**config.mk**
```make
export PLATFORM = sky130hd
export DESIGN_NAME = uart_periph
export DESIGN_NICKNAME = d
export VERILOG_FILES = /design/src/rtl/uart_pkg.sv /design/src/rtl/uart_rx_core.sv /design/src/rtl/uart_periph.sv
export SDC_FILE = /design/constraint.sdc
export NUM_CORES = 1
export LEC_CHECK = 0
export BUFFER_PORTS_ARGS = -buffer_cell sky130_fd_sc_hd__buf_2
export CAP_MARGIN = 0
export CORE_ASPECT_RATIO = 2
export CORE_MARGIN = 3
export CORE_UTILIZATION = 55
export DETAILED_ROUTE_END_ITERATION = 6
export HOLD_SLACK_MARGIN = 0.03
export PLACE_DENSITY = 0.94
export REMOVE_ABC_BUFFERS = 1
export SLEW_MARGIN = 10
export SYNTH_ARGS = -nofsm -noshare
export SYNTH_HDL_FRONTEND = slang
export SYNTH_SLANG_ARGS = --single-unit
```
**constraint.sdc**
```tcl
create_clock -name clk -period 5.22 [get_ports clk]
set_input_delay 0.522 -clock clk [delete_from_list [all_inputs] [get_ports clk]]
set_output_delay 0.522 -clock clk [all_outputs]
set_load 0.01 [all_outputs]
```
**src/rtl/uart_pkg.sv**
```systemverilog
// -----------------------------------------------------------------------------
// uart_pkg
// Shared definitions for the memory-mapped UART peripheral:
//   - register word offsets relative to BASE_ADDR (TXD, RXD, CON)
//   - CON register bit positions
//   - TX and RX state machine encodings
//   - depth of the optional RX FIFO (used when UART_RX_FIFO_EN is defined)
// -----------------------------------------------------------------------------
package uart_pkg;

    localparam logic [31:0] OFS_TXD = 32'd0;
    localparam logic [31:0] OFS_RXD = 32'd4;
    localparam logic [31:0] OFS_CON = 32'd8;

    localparam int CON_TXIE   = 0;
    localparam int CON_RXIE   = 1;
    localparam int CON_RXRDY  = 2;
    localparam int CON_TXDONE = 3;
    localparam int CON_TXBUSY = 4;
    localparam int CON_OVR    = 5;
    localparam int CON_FERR   = 6;

    localparam int RX_FIFO_DEPTH = 4;

    typedef enum logic [1:0] {
        TX_IDLE  = 2'd0,
        TX_START = 2'd1,
        TX_DATA  = 2'd2,
        TX_STOP  = 2'd3
    } tx_state_e;

    typedef enum logic [1:0] {
        RX_IDLE  = 2'd0,
        RX_START = 2'd1,
        RX_DATA  = 2'd2,
        RX_STOP  = 2'd3
    } rx_state_e;

endpackage

```
**src/rtl/uart_rx_core.sv**
```systemverilog
// -----------------------------------------------------------------------------
// uart_rx_core
// Serial receiver: 2-flop synchronizer, start-bit qualification, 8 data bits
// LSB first, one stop-bit sample.
// Ports:
//   clk       system clock, rising edge
//   reset     asynchronous active-low reset
//   rx_in     raw serial input (asynchronous to clk)
//   rx_valid  one-cycle pulse: rx_byte holds a frame with a good stop bit
//   rx_byte   received byte
//   rx_ferr   one-cycle pulse: stop bit sampled low, byte discarded
// -----------------------------------------------------------------------------
module uart_rx_core
    import uart_pkg::*;
#(
    parameter int CLKS_PER_BIT = 868
) (
    input  logic       clk,
    input  logic       reset,
    input  logic       rx_in,
    output logic       rx_valid,
    output logic [7:0] rx_byte,
    output logic       rx_ferr
);

    localparam logic [15:0] BIT_LAST  = 16'(CLKS_PER_BIT - 1);
    localparam logic [15:0] HALF_LAST = 16'(CLKS_PER_BIT / 2 - 1);

    logic      sync1_q, sync2_q, prev_q;
    rx_state_e state_q, state_d;
    logic [15:0] cnt_q, cnt_d;
    logic [2:0]  bit_q, bit_d;
    logic [7:0]  shift_q, shift_d;
    logic        rx_s, fall;

    assign rx_s = sync2_q;
    // Edge on the synchronized line; prev_q tracks it every cycle so a line
    // that stays low after a framing error never retriggers a frame.
    assign fall = prev_q & ~rx_s;
    assign rx_byte = shift_q;

    always_comb begin
        state_d  = state_q;
        cnt_d    = cnt_q;
        bit_d    = bit_q;
        shift_d  = shift_q;
        rx_valid = 1'b0;
        rx_ferr  = 1'b0;
        case (state_q)
            RX_IDLE: begin
                if (fall) begin
                    state_d = RX_START;
                    cnt_d   = '0;
                end
            end
            RX_START: begin
                // Mid-start-bit re-sample: a high line here was only a glitch.
                if (cnt_q == HALF_LAST) begin
                    cnt_d   = '0;
                    bit_d   = '0;
                    state_d = rx_s ? RX_IDLE : RX_DATA;
                end else begin
                    cnt_d = cnt_q + 16'd1;
                end
            end
            RX_DATA: begin
                if (cnt_q == BIT_LAST) begin
                    cnt_d   = '0;
                    shift_d = {rx_s, shift_q[7:1]};
                    if (bit_q == 3'd7) begin
                        state_d = RX_STOP;
                    end else begin
                        bit_d = bit_q + 3'd1;
                    end
                end else begin
                    cnt_d = cnt_q + 16'd1;
                end
            end
            RX_STOP: begin
                if (cnt_q == BIT_LAST) begin
                    cnt_d    = '0;
                    state_d  = RX_IDLE;
                    rx_valid = rx_s;
                    rx_ferr  = ~rx_s;
                end else begin
                    cnt_d = cnt_q + 16'd1;
                end
            end
            default: state_d = RX_IDLE;
        endcase
    end

    always_ff @(posedge clk or negedge reset) begin
        if (!reset) begin
            sync1_q <= 1'b1;
            sync2_q <= 1'b1;
            prev_q  <= 1'b1;
            state_q <= RX_IDLE;
            cnt_q   <= '0;
            bit_q   <= '0;
            shift_q <= '0;
        end else begin
            sync1_q <= rx_in;
            sync2_q <= sync1_q;
            prev_q  <= rx_s;
            state_q <= state_d;
            cnt_q   <= cnt_d;
            bit_q   <= bit_d;
            shift_q <= shift_d;
        end
    end

endmodule

```
**src/rtl/uart_periph.sv**
```systemverilog
// -----------------------------------------------------------------------------
// uart_periph
// Memory-mapped UART on the CPU data bus. Registers (word addresses):
//   BASE_ADDR+0 TXD (write-only), +4 RXD (read-only, pops), +8 CON.
// Ports:
//   clk, reset (asynchronous active-low)
//   rd, wr, addr[31:0], wdata[31:0]  bus strobes/address/write data
//   rdata[31:0]                      combinational read data, 0 when unselected
//   uart_rx / uart_tx                serial in / out (tx idles high)
//   irq                              (TXIE & TXDONE) | (RXIE & RXRDY)
// Build option: UART_RX_FIFO_EN selects a 4-entry RX FIFO instead of a single
// holding register.
// -----------------------------------------------------------------------------
module uart_periph
    import uart_pkg::*;
#(
    parameter logic [31:0] BASE_ADDR    = 32'h4000_0018,
    parameter int          CLKS_PER_BIT = 868
) (
    input  logic        clk,
    input  logic        reset,
    input  logic        rd,
    input  logic        wr,
    input  logic [31:0] addr,
    input  logic [31:0] wdata,
    output logic [31:0] rdata,
    input  logic        uart_rx,
    output logic        uart_tx,
    output logic        irq
);

    localparam logic [31:0] TXD_ADDR = BASE_ADDR + OFS_TXD;
    localparam logic [31:0] RXD_ADDR = BASE_ADDR + OFS_RXD;
    localparam logic [31:0] CON_ADDR = BASE_ADDR + OFS_CON;
    localparam logic [15:0] BIT_LAST = 16'(CLKS_PER_BIT - 1);

    logic sel_txd, sel_rxd, sel_con, con_rd;
    logic unused_bits;

    assign sel_txd = (addr[31:2] == TXD_ADDR[31:2]);
    assign sel_rxd = (addr[31:2] == RXD_ADDR[31:2]);
    assign sel_con = (addr[31:2] == CON_ADDR[31:2]);
    assign con_rd  = rd & sel_con;
    assign unused_bits = ^{addr[1:0], wdata[31:8]};

    // ---------------- TX ----------------
    tx_state_e   tx_state_q, tx_state_d;
    logic [15:0] tx_cnt_q, tx_cnt_d;
    logic [2:0]  tx_bit_q, tx_bit_d;
    logic [7:0]  tx_shift_q, tx_shift_d;
    logic        tx_q, tx_d;
    logic        tx_done_set, txbusy;

    assign txbusy  = (tx_state_q != TX_IDLE);
    assign uart_tx = tx_q;

    always_comb begin
        tx_state_d  = tx_state_q;
        tx_cnt_d    = tx_cnt_q;
        tx_bit_d    = tx_bit_q;
        tx_shift_d  = tx_shift_q;
        tx_done_set = 1'b0;
        case (tx_state_q)
            TX_IDLE: begin
                if (wr && sel_txd) begin
                    tx_state_d = TX_START;
                    tx_cnt_d   = '0;
                    tx_shift_d = wdata[7:0];
                end
            end
            TX_START: begin
                if (tx_cnt_q == BIT_LAST) begin
                    tx_cnt_d   = '0;
                    tx_bit_d   = '0;
                    tx_state_d = TX_DATA;
                end else begin
                    tx_cnt_d = tx_cnt_q + 16'd1;
                end
            end
            TX_DATA: begin
                if (tx_cnt_q == BIT_LAST) begin
                    tx_cnt_d = '0;
                    if (tx_bit_q == 3'd7) begin
                        tx_state_d = TX_STOP;
                    end else begin
                        tx_bit_d   = tx_bit_q + 3'd1;
                        tx_shift_d = {1'b0, tx_shift_q[7:1]};
                    end
                end else begin
                    tx_cnt_d = tx_cnt_q + 16'd1;
                end
            end
            TX_STOP: begin
                if (tx_cnt_q == BIT_LAST) begin
                    tx_cnt_d    = '0;
                    tx_state_d  = TX_IDLE;
                    tx_done_set = 1'b1;
                end else begin
                    tx_cnt_d = tx_cnt_q + 16'd1;
                end
            end
            default: tx_state_d = TX_IDLE;
        endcase
        // Line level follows the next state so uart_tx is a clean flop output.
        case (tx_state_d)
            TX_START: tx_d = 1'b0;
            TX_DATA:  tx_d = tx_shift_d[0];
            default:  tx_d = 1'b1;
        endcase
    end

    // ---------------- RX core ----------------
    logic       rx_valid, rx_ferr;
    logic [7:0] rx_byte;

    uart_rx_core #(
        .CLKS_PER_BIT(CLKS_PER_BIT)
    ) u_rx (
        .clk     (clk),
        .reset   (reset),
        .rx_in   (uart_rx),
        .rx_valid(rx_valid),
        .rx_byte (rx_byte),
        .rx_ferr (rx_ferr)
    );

    // ---------------- RX buffer ----------------
    logic       rxrdy, rx_full, rx_pop, rx_push, rx_ovr_set;
    logic [7:0] rx_head;

    // A pop in the same cycle frees the slot, so a push into a full buffer
    // is only an overrun when nothing is being read out.
    assign rx_pop     = rd & sel_rxd & rxrdy;
    assign rx_push    = rx_valid & (~rx_full | rx_pop);
    assign rx_ovr_set = rx_valid & rx_full & ~rx_pop;

`ifdef UART_RX_FIFO_EN
    logic [7:0] mem_q [RX_FIFO_DEPTH];
    logic [1:0] wptr_q, wptr_d, rptr_q, rptr_d;
    logic [2:0] count_q, count_d;
    logic [RX_FIFO_DEPTH-1:0] entry_we;

    assign rxrdy   = (count_q != 3'd0);
    assign rx_full = (count_q == 3'(RX_FIFO_DEPTH));
    assign rx_head = mem_q[rptr_q];

    for (genvar gi = 0; gi < RX_FIFO_DEPTH; gi++) begin : g_entry_we
        assign entry_we[gi] = rx_push & (wptr_q == 2'(gi));
    end

    always_comb begin
        wptr_d  = wptr_q + {1'b0, rx_push};
        rptr_d  = rptr_q + {1'b0, rx_pop};
        count_d = count_q + {2'b00, rx_push} - {2'b00, rx_pop};
    end

    always_ff @(posedge clk) begin
        for (int i = 0; i < RX_FIFO_DEPTH; i++) begin
            if (entry_we[i]) begin
                mem_q[i] <= rx_byte;
            end
        end
    end

    always_ff @(posedge clk or negedge reset) begin
        if (!reset) begin
            wptr_q  <= '0;
            rptr_q  <= '0;
            count_q <= '0;
        end else begin
            wptr_q  <= wptr_d;
            rptr_q  <= rptr_d;
            count_q <= count_d;
        end
    end
`else
    logic [7:0] hold_q, hold_d;
    logic       rxrdy_q, rxrdy_d;

    assign rxrdy   = rxrdy_q;
    assign rx_full = rxrdy_q;
    assign rx_head = hold_q;

    always_comb begin
        hold_d  = hold_q;
        rxrdy_d = rxrdy_q;
        if (rx_push) begin
            hold_d  = rx_byte;
            rxrdy_d = 1'b1;
        end else if (rx_pop) begin
            rxrdy_d = 1'b0;
        end
    end

    always_ff @(posedge clk or negedge reset) begin
        if (!reset) begin
            hold_q  <= '0;
            rxrdy_q <= 1'b0;
        end else begin
            hold_q  <= hold_d;
            rxrdy_q <= rxrdy_d;
        end
    end
`endif

    // ---------------- CON ----------------
    logic        txie_q, txie_d, rxie_q, rxie_d;
    logic        txdone_q, txdone_d, ovr_q, ovr_d, ferr_q, ferr_d;
    logic [31:0] con_val;

    always_comb begin
        txie_d = txie_q;
        rxie_d = rxie_q;
        if (wr && sel_con) begin
            txie_d = wdata[CON_TXIE];
            rxie_d = wdata[CON_RXIE];
        end
        // Set events take priority over the clear-on-read.
        txdone_d = tx_done_set | (txdone_q & ~con_rd);
        ovr_d    = rx_ovr_set  | (ovr_q    & ~con_rd);
        ferr_d   = rx_ferr     | (ferr_q   & ~con_rd);
    end

    always_comb begin
        con_val             = '0;
        con_val[CON_TXIE]   = txie_q;
        con_val[CON_RXIE]   = rxie_q;
        con_val[CON_RXRDY]  = rxrdy;
        con_val[CON_TXDONE] = txdone_q;
        con_val[CON_TXBUSY] = txbusy;
        con_val[CON_OVR]    = ovr_q;
        con_val[CON_FERR]   = ferr_q;
    end

    always_comb begin
        rdata = '0;
        if (rd) begin
            if (sel_rxd) begin
                rdata = {24'h0, rxrdy ? rx_head : 8'h00};
            end else if (sel_con) begin
                rdata = con_val;
            end
        end
    end

    assign irq = (txie_q & txdone_q) | (rxie_q & rxrdy);

    always_ff @(posedge clk or negedge reset) begin
        if (!reset) begin
            tx_state_q <= TX_IDLE;
            tx_cnt_q   <= '0;
            tx_bit_q   <= '0;
            tx_shift_q <= '0;
            tx_q       <= 1'b1;
            txie_q     <= 1'b0;
            rxie_q     <= 1'b0;
            txdone_q   <= 1'b0;
            ovr_q      <= 1'b0;
            ferr_q     <= 1'b0;
        end else begin
            tx_state_q <= tx_state_d;
            tx_cnt_q   <= tx_cnt_d;
            tx_bit_q   <= tx_bit_d;
            tx_shift_q <= tx_shift_d;
            tx_q       <= tx_d;
            txie_q     <= txie_d;
            rxie_q     <= rxie_d;
            txdone_q   <= txdone_d;
            ovr_q      <= ovr_d;
            ferr_q     <= ferr_d;
        end
    end

endmodule
```
==> report_table.html <==
<table>
<tr><th>Metric</th><th>Value</th></tr>
<tr><th colspan="2">Logic synthesis</th></tr>
<tr><td>Post-synth ARST share</td><td>100%</td></tr>
<tr><td>Library cells used by synthesis</td><td>between 60 and 70</td></tr>
<tr><td>Number of synthesized flops with an enable pin</td><td>0</td></tr>
<tr><td>Share of the yosys chip area belonging to registers</td><td>between 40% and 50%</td></tr>
<tr><td>Top_reg_cell synth</td><td>dfrtp_1</td></tr>
<tr><td>Synthesized instance count</td><td>between 400 and 500</td></tr>
<tr><td>Top cells by area, synth</td><td>dfrtp_1 43%, mux2_2 5.1%, buf_4 4.4%</td></tr>
<tr><td>Largest family of logic cells by synthesized area</td><td>simple AND/OR/NAND/NOR gates</td></tr>
<tr><td>Synth area leader</td><td>dfrtp_1</td></tr>
<tr><td>Most frequent cell after synthesis</td><td>dfrtp_1</td></tr>
<tr><td>Fraction of the mapped netlist area in simple logic gates</td><td>between 20% and 30%</td></tr>
<tr><td>Synth warnings</td><td>0</td></tr>
<tr><td>Avg Cell Area, Syn</td><td>just under 10 um^2</td></tr>
<tr><td>Post-synthesis sequential element count</td><td>76</td></tr>
<tr><td>List of most frequent post-synthesis cells</td><td>72 x dfrtp_1, 46 x nand2_1, 27 x nand3_1, 27 x nor2_1, 25 x buf_4</td></tr>
<tr><td>Post-Synth Adder-Cell Area</td><td>under 10%</td></tr>
<tr><td>Cell area after technology mapping</td><td>about 4200 um^2</td></tr>
<tr><td>Mux share of post-synthesis cell area</td><td>under 10%</td></tr>
<tr><td>Fraction of post-synthesis cell area in the top cell type by area</td><td>a little over two fifths</td></tr>
<tr><td>Area share of xor/xnor cells in the synthesized design</td><td>less than 1%</td></tr>
<tr><td>Complex-gate fraction of the synthesized area</td><td>between 10% and 20%</td></tr>
<tr><th colspan="2">Layout</th></tr>
<tr><td>FILL cells</td><td>approximately 550</td></tr>
<tr><td>Final-stage net count</td><td>555</td></tr>
<tr><td># diodes</td><td>0</td></tr>
<tr><td>Layout cell share with drive strength beyond 1</td><td>22.1%</td></tr>
<tr><td>Syn-to-layout area delta</td><td>11.9%</td></tr>
<tr><td>Final cell area excluding filler cells</td><td>approximately 4700 um^2</td></tr>
<tr><th colspan="2">Global route</th></tr>
<tr><td>Global-route wire length before repair</td><td>around 16 mm</td></tr>
<tr><td>Final global-route overflow total</td><td>0</td></tr>
<tr><td>Global-route layer with the greatest usage</td><td>met2</td></tr>
<tr><td>Antenna violations before repair</td><td>0</td></tr>
<tr><td>M3 GR Usage</td><td>between 5 and 6%</td></tr>
<tr><td>GR Layer Usage met2</td><td>42.4%</td></tr>
<tr><td>Via count of the first global-routing pass</td><td>approximately 3600</td></tr>
<tr><td>Maximum number of pins on one net before global-route repair</td><td>just under 80</td></tr>
<tr><td>GR Util met1</td><td>between 20 and 25%</td></tr>
<tr><td>GRT Resource Usage Total</td><td>roughly a quarter</td></tr>
<tr><th colspan="2">Worst setup path</th></tr>
<tr><td>Reg2reg setup slack</td><td>about 2.6 ns</td></tr>
<tr><td>Largest driver fanout on the critical path</td><td>7</td></tr>
<tr><td>Depth of the worst register-to-register path</td><td>4</td></tr>
<tr><td>CP Cell Sequence</td><td>buf_2 &gt; nor4b_1 &gt; nand4_1 &gt; nor4_1 &gt; a22oi_1 &gt; nor2_1 &gt; buf_2</td></tr>
<tr><td>Master of the slowest instance on the critical path</td><td>nor4_1</td></tr>
<tr><td>Setup crit end kind</td><td>output port</td></tr>
<tr><td>Largest delay share family, worst path</td><td>simple AND/OR/NAND/NOR gates</td></tr>
<tr><td>Startpoint-to-endpoint class of the critical path</td><td>in -&gt; out</td></tr>
<tr><td>CP bufs+invs</td><td>2</td></tr>
<tr><td>Delay of the slowest cell on the worst path</td><td>around 0.9 ns</td></tr>
<tr><td>Critical Path Source Type</td><td>primary input</td></tr>
<tr><td>Most common cell on crit path</td><td>buf_2</td></tr>
<tr><td>Worst EP required</td><td>~4.7 ns</td></tr>
<tr><td>Capture point of the worst reg-to-reg path</td><td>uart_tx</td></tr>
<tr><td>Worst flop-to-flop path startpoint</td><td>tx_state_q[0]</td></tr>
<tr><td>Arrival time reported for the critical path endpoint</td><td>around 2.7 ns</td></tr>
<tr><th colspan="2">STA</th></tr>
<tr><td>Worst-case headroom to the max-slew limit</td><td>a little under a quarter</td></tr>
<tr><td>Final clock period utilization by the worst path</td><td>a little over three fifths</td></tr>
<tr><td>Unrepaired setup endpoints after global routing</td><td>false</td></tr>
<tr><td>Time the worst path needs with I/O delays and setup</td><td>about 3.3 ns</td></tr>
<tr><td>Count of pins over their slew limit</td><td>0</td></tr>
<tr><td>Final Setup Violations</td><td>0</td></tr>
<tr><td>Count of final hold-check violations</td><td>0</td></tr>
<tr><td>Slew at the pin closest to its max-slew limit</td><td>roughly 1.1 ns</td></tr>
<tr><td>Worst Hold Margin</td><td>approximately 0.29 ns</td></tr>
<tr><td>Clock tree skew after final layout</td><td>0.00528 ns</td></tr>
<tr><td>Sum of negative setup slack</td><td>0 ns</td></tr>
<tr><td>Fmax achieved</td><td>~310 MHz</td></tr>
<tr><td>Worst setup margin</td><td>~2.0 ns</td></tr>
<tr><th colspan="2">Place</th></tr>
<tr><td>Placed Area</td><td>~4400 um^2</td></tr>
<tr><td>Quantity of I/O buffers inserted on ports</td><td>52</td></tr>
<tr><td>HPWL Detailed</td><td>between 7 and 8 mm</td></tr>
<tr><td>Place WS</td><td>between 1.5 and 2 ns</td></tr>
<tr><td>Final Wtd Congestion</td><td>0.859</td></tr>
<tr><th colspan="2">Floorplanning</th></tr>
<tr><td>Horiz. Die Dim</td><td>about 68 um</td></tr>
<tr><td>Core Footprint</td><td>approximately 7400 um^2</td></tr>
<tr><td>Boundary pin count</td><td>around 100</td></tr>
<tr><td>Area of the die</td><td>8840 um^2</td></tr>
<tr><td>Starting density of the core</td><td>~57%</td></tr>
<tr><td>Overall die height</td><td>around 130 um</td></tr>
<tr><td>Total number of placement rows</td><td>44</td></tr>
<tr><th colspan="2">Clocking</th></tr>
<tr><td>CTS Hold Buffers Added</td><td>0</td></tr>
<tr><td>Cts repair resizes</td><td>0</td></tr>
<tr><td>Clock tree from TritonCTS</td><td>built</td></tr>
<tr><td>Clk_lat worst skew</td><td>0.34 ns</td></tr>
<tr><td>Cts bufs inserted</td><td>9</td></tr>
<tr><td>Post-CTS setup buffers</td><td>0</td></tr>
<tr><td>CTS HTree Levels</td><td>3</td></tr>
<tr><td>Clock Tree Root</td><td>clkbuf_16</td></tr>
<tr><td>Clock-pin slew on the worst setup and hold paths</td><td>0.06 ns</td></tr>
<tr><td>Max clock buf depth</td><td>2</td></tr>
<tr><td>CTS sink cnt</td><td>between 70 and 80</td></tr>
<tr><th colspan="2">Route</th></tr>
<tr><td>Drt via density</td><td>6.36</td></tr>
<tr><td>Number of search-and-repair iterations in the first detailed-routing pass</td><td>5</td></tr>
<tr><td>Wire length per cell after detailed routing</td><td>17.1 um</td></tr>
<tr><td>Drt initial violations</td><td>roughly 350</td></tr>
<tr><td>Number of vias after detailed routing</td><td>between 3000 and 4000</td></tr>
<tr><td>Remaining antenna violation count</td><td>0</td></tr>
<tr><td>DRC errors left</td><td>0</td></tr>
<tr><td>Overall routed net length</td><td>around 9.8 mm</td></tr>
<tr><th colspan="2">Min path</th></tr>
<tr><td>Sink of the worst hold path</td><td>u_rx.sync1_q</td></tr>
<tr><td>Count of cells along the worst hold path</td><td>1</td></tr>
<tr><td>HP Class</td><td>in -&gt; reg</td></tr>
<tr><td>Hold Crit Start</td><td>uart_rx</td></tr>
<tr><th colspan="2">Power and ir drop</th></tr>
<tr><td>Static Leak</td><td>around 2.3 nW</td></tr>
<tr><td>VDD IR-drop max</td><td>216 uV</td></tr>
<tr><td>Cell Pwr Density</td><td>~300 nW/um^2</td></tr>
<tr><th colspan="2">Run status</th></tr>
<tr><td>Run status</td><td>finished, final reports clean</td></tr>
<tr><th colspan="2">Run</th></tr>
<tr><td>Max-cap violation count</td><td>0</td></tr>
</table>
==> worst max-delay path by stage <==
stage / end / startpoint / slack, ns / cells past startpoint
after detailed placement: rdata[3] / addr[7] / 1.96 / 7
after global placement: rdata[6] / addr[7] / 2.16 / 7
after floorplan: rdata[0] / addr[7] / 2.55 / 5
after global routing: rdata[4] / addr[18] / 1.61 / 7
after CTS: rdata[3] / addr[7] / 1.97 / 7
final: rdata[3] / addr[7] / 1.95 / 7
==> per-layer routing <==
layer / part of all wire, % / wire, um
met1: 34 / 3360
met2: 55 / 5450
met3: 6.6 / 644
met4: 3.8 / 378
met5: 0 / 0
==> area by class of cell <==
cell class | count | area [um^2] | area share, %
sequential | 76 | 1910 | 40.3
clock inverter | 7 | 58.8 | 1.24
multi-input combinational | 326 | 2110 | 44.5
tap | 92 | 115 | 2.43
inverter | 12 | 45.0 | 0.952
clock buffer | 9 | 225 | 4.76
timing repair buffer | 54 | 275 | 5.82
==> layout by cell type, fill, tap and decap left out, types with 5 or more instances in the layout <==
| cell type | n |
|---|---|
| nor3_1 | 8 |
| a31oi_1 | 12 |
| conb_1 | 24 |
| or3_1 | 6 |
| nand4_1 | 8 |
| a2bb2oi_1 | 5 |
| o21ai_0 | 14 |
| inv_1 | 12 |
| buf_2 | 52 |
| a21oi_1 | 13 |
| and3_1 | 8 |
| nand3_1 | 27 |
| ha_1 | 7 |
| nor2_1 | 27 |
| clkbuf_16 | 9 |
| nor4_1 | 11 |
| a22oi_1 | 15 |
| mux2_2 | 19 |
| dfrtp_1 | 72 |
| a22o_1 | 12 |
| nand2_1 | 46 |
| mux2i_1 | 8 |
==> power breakdown <==
| group | internal (mW) | switching (mW) |
|---|---|---|
| Sequential | 0.616 | 0.0399 |
| Combinational | 0.0642 | 0.0905 |
| Clock | 0.330 | 0.260 |
| Total | 1.01 | 0.390 |
==> worst reg2reg max path, cell delays in order, from the launching register on <==
cell and delay, ns:
dfrtp_1 0.47, nor2_1 0.85, nand4_1 0.67, a211oi_1 0.46
a41oi_1 0.11
==> registers in the layout, summed over array words and instances, names as in the netlist, 2 cells and up, named ones only <==
register      count
u_rx.cnt_q       16
u_rx.bit_q        3
tx_state_q        2
hold_q            8
tx_bit_q          3
u_rx.rx_byte      8
tx_shift_q        8
tx_cnt_q         16
==> stage by stage <==
stage	cells	power (mW)	utilization, %
2_1_floorplan	414	0.756	-
3_3_place_gp	560	0.807	60.3
3_5_place_dp	560	0.816	60.3
4_1_cts	576	1.41	64.1
5_1_grt	576	1.46	64.1
6_report	576	1.40	64.1
==> logic make-up after synthesis <==
group	count (synthesis)
XOR/XNOR	4
AND/OR/NAND/NOR	171
flip-flops	76
adder cells (fa/ha/maj)	7
other	1
multiplexers	27
buffers and inverters	53
AO/OA/AOI/OAI	93
No activity file was read; power rests on OpenSTA's default activity.
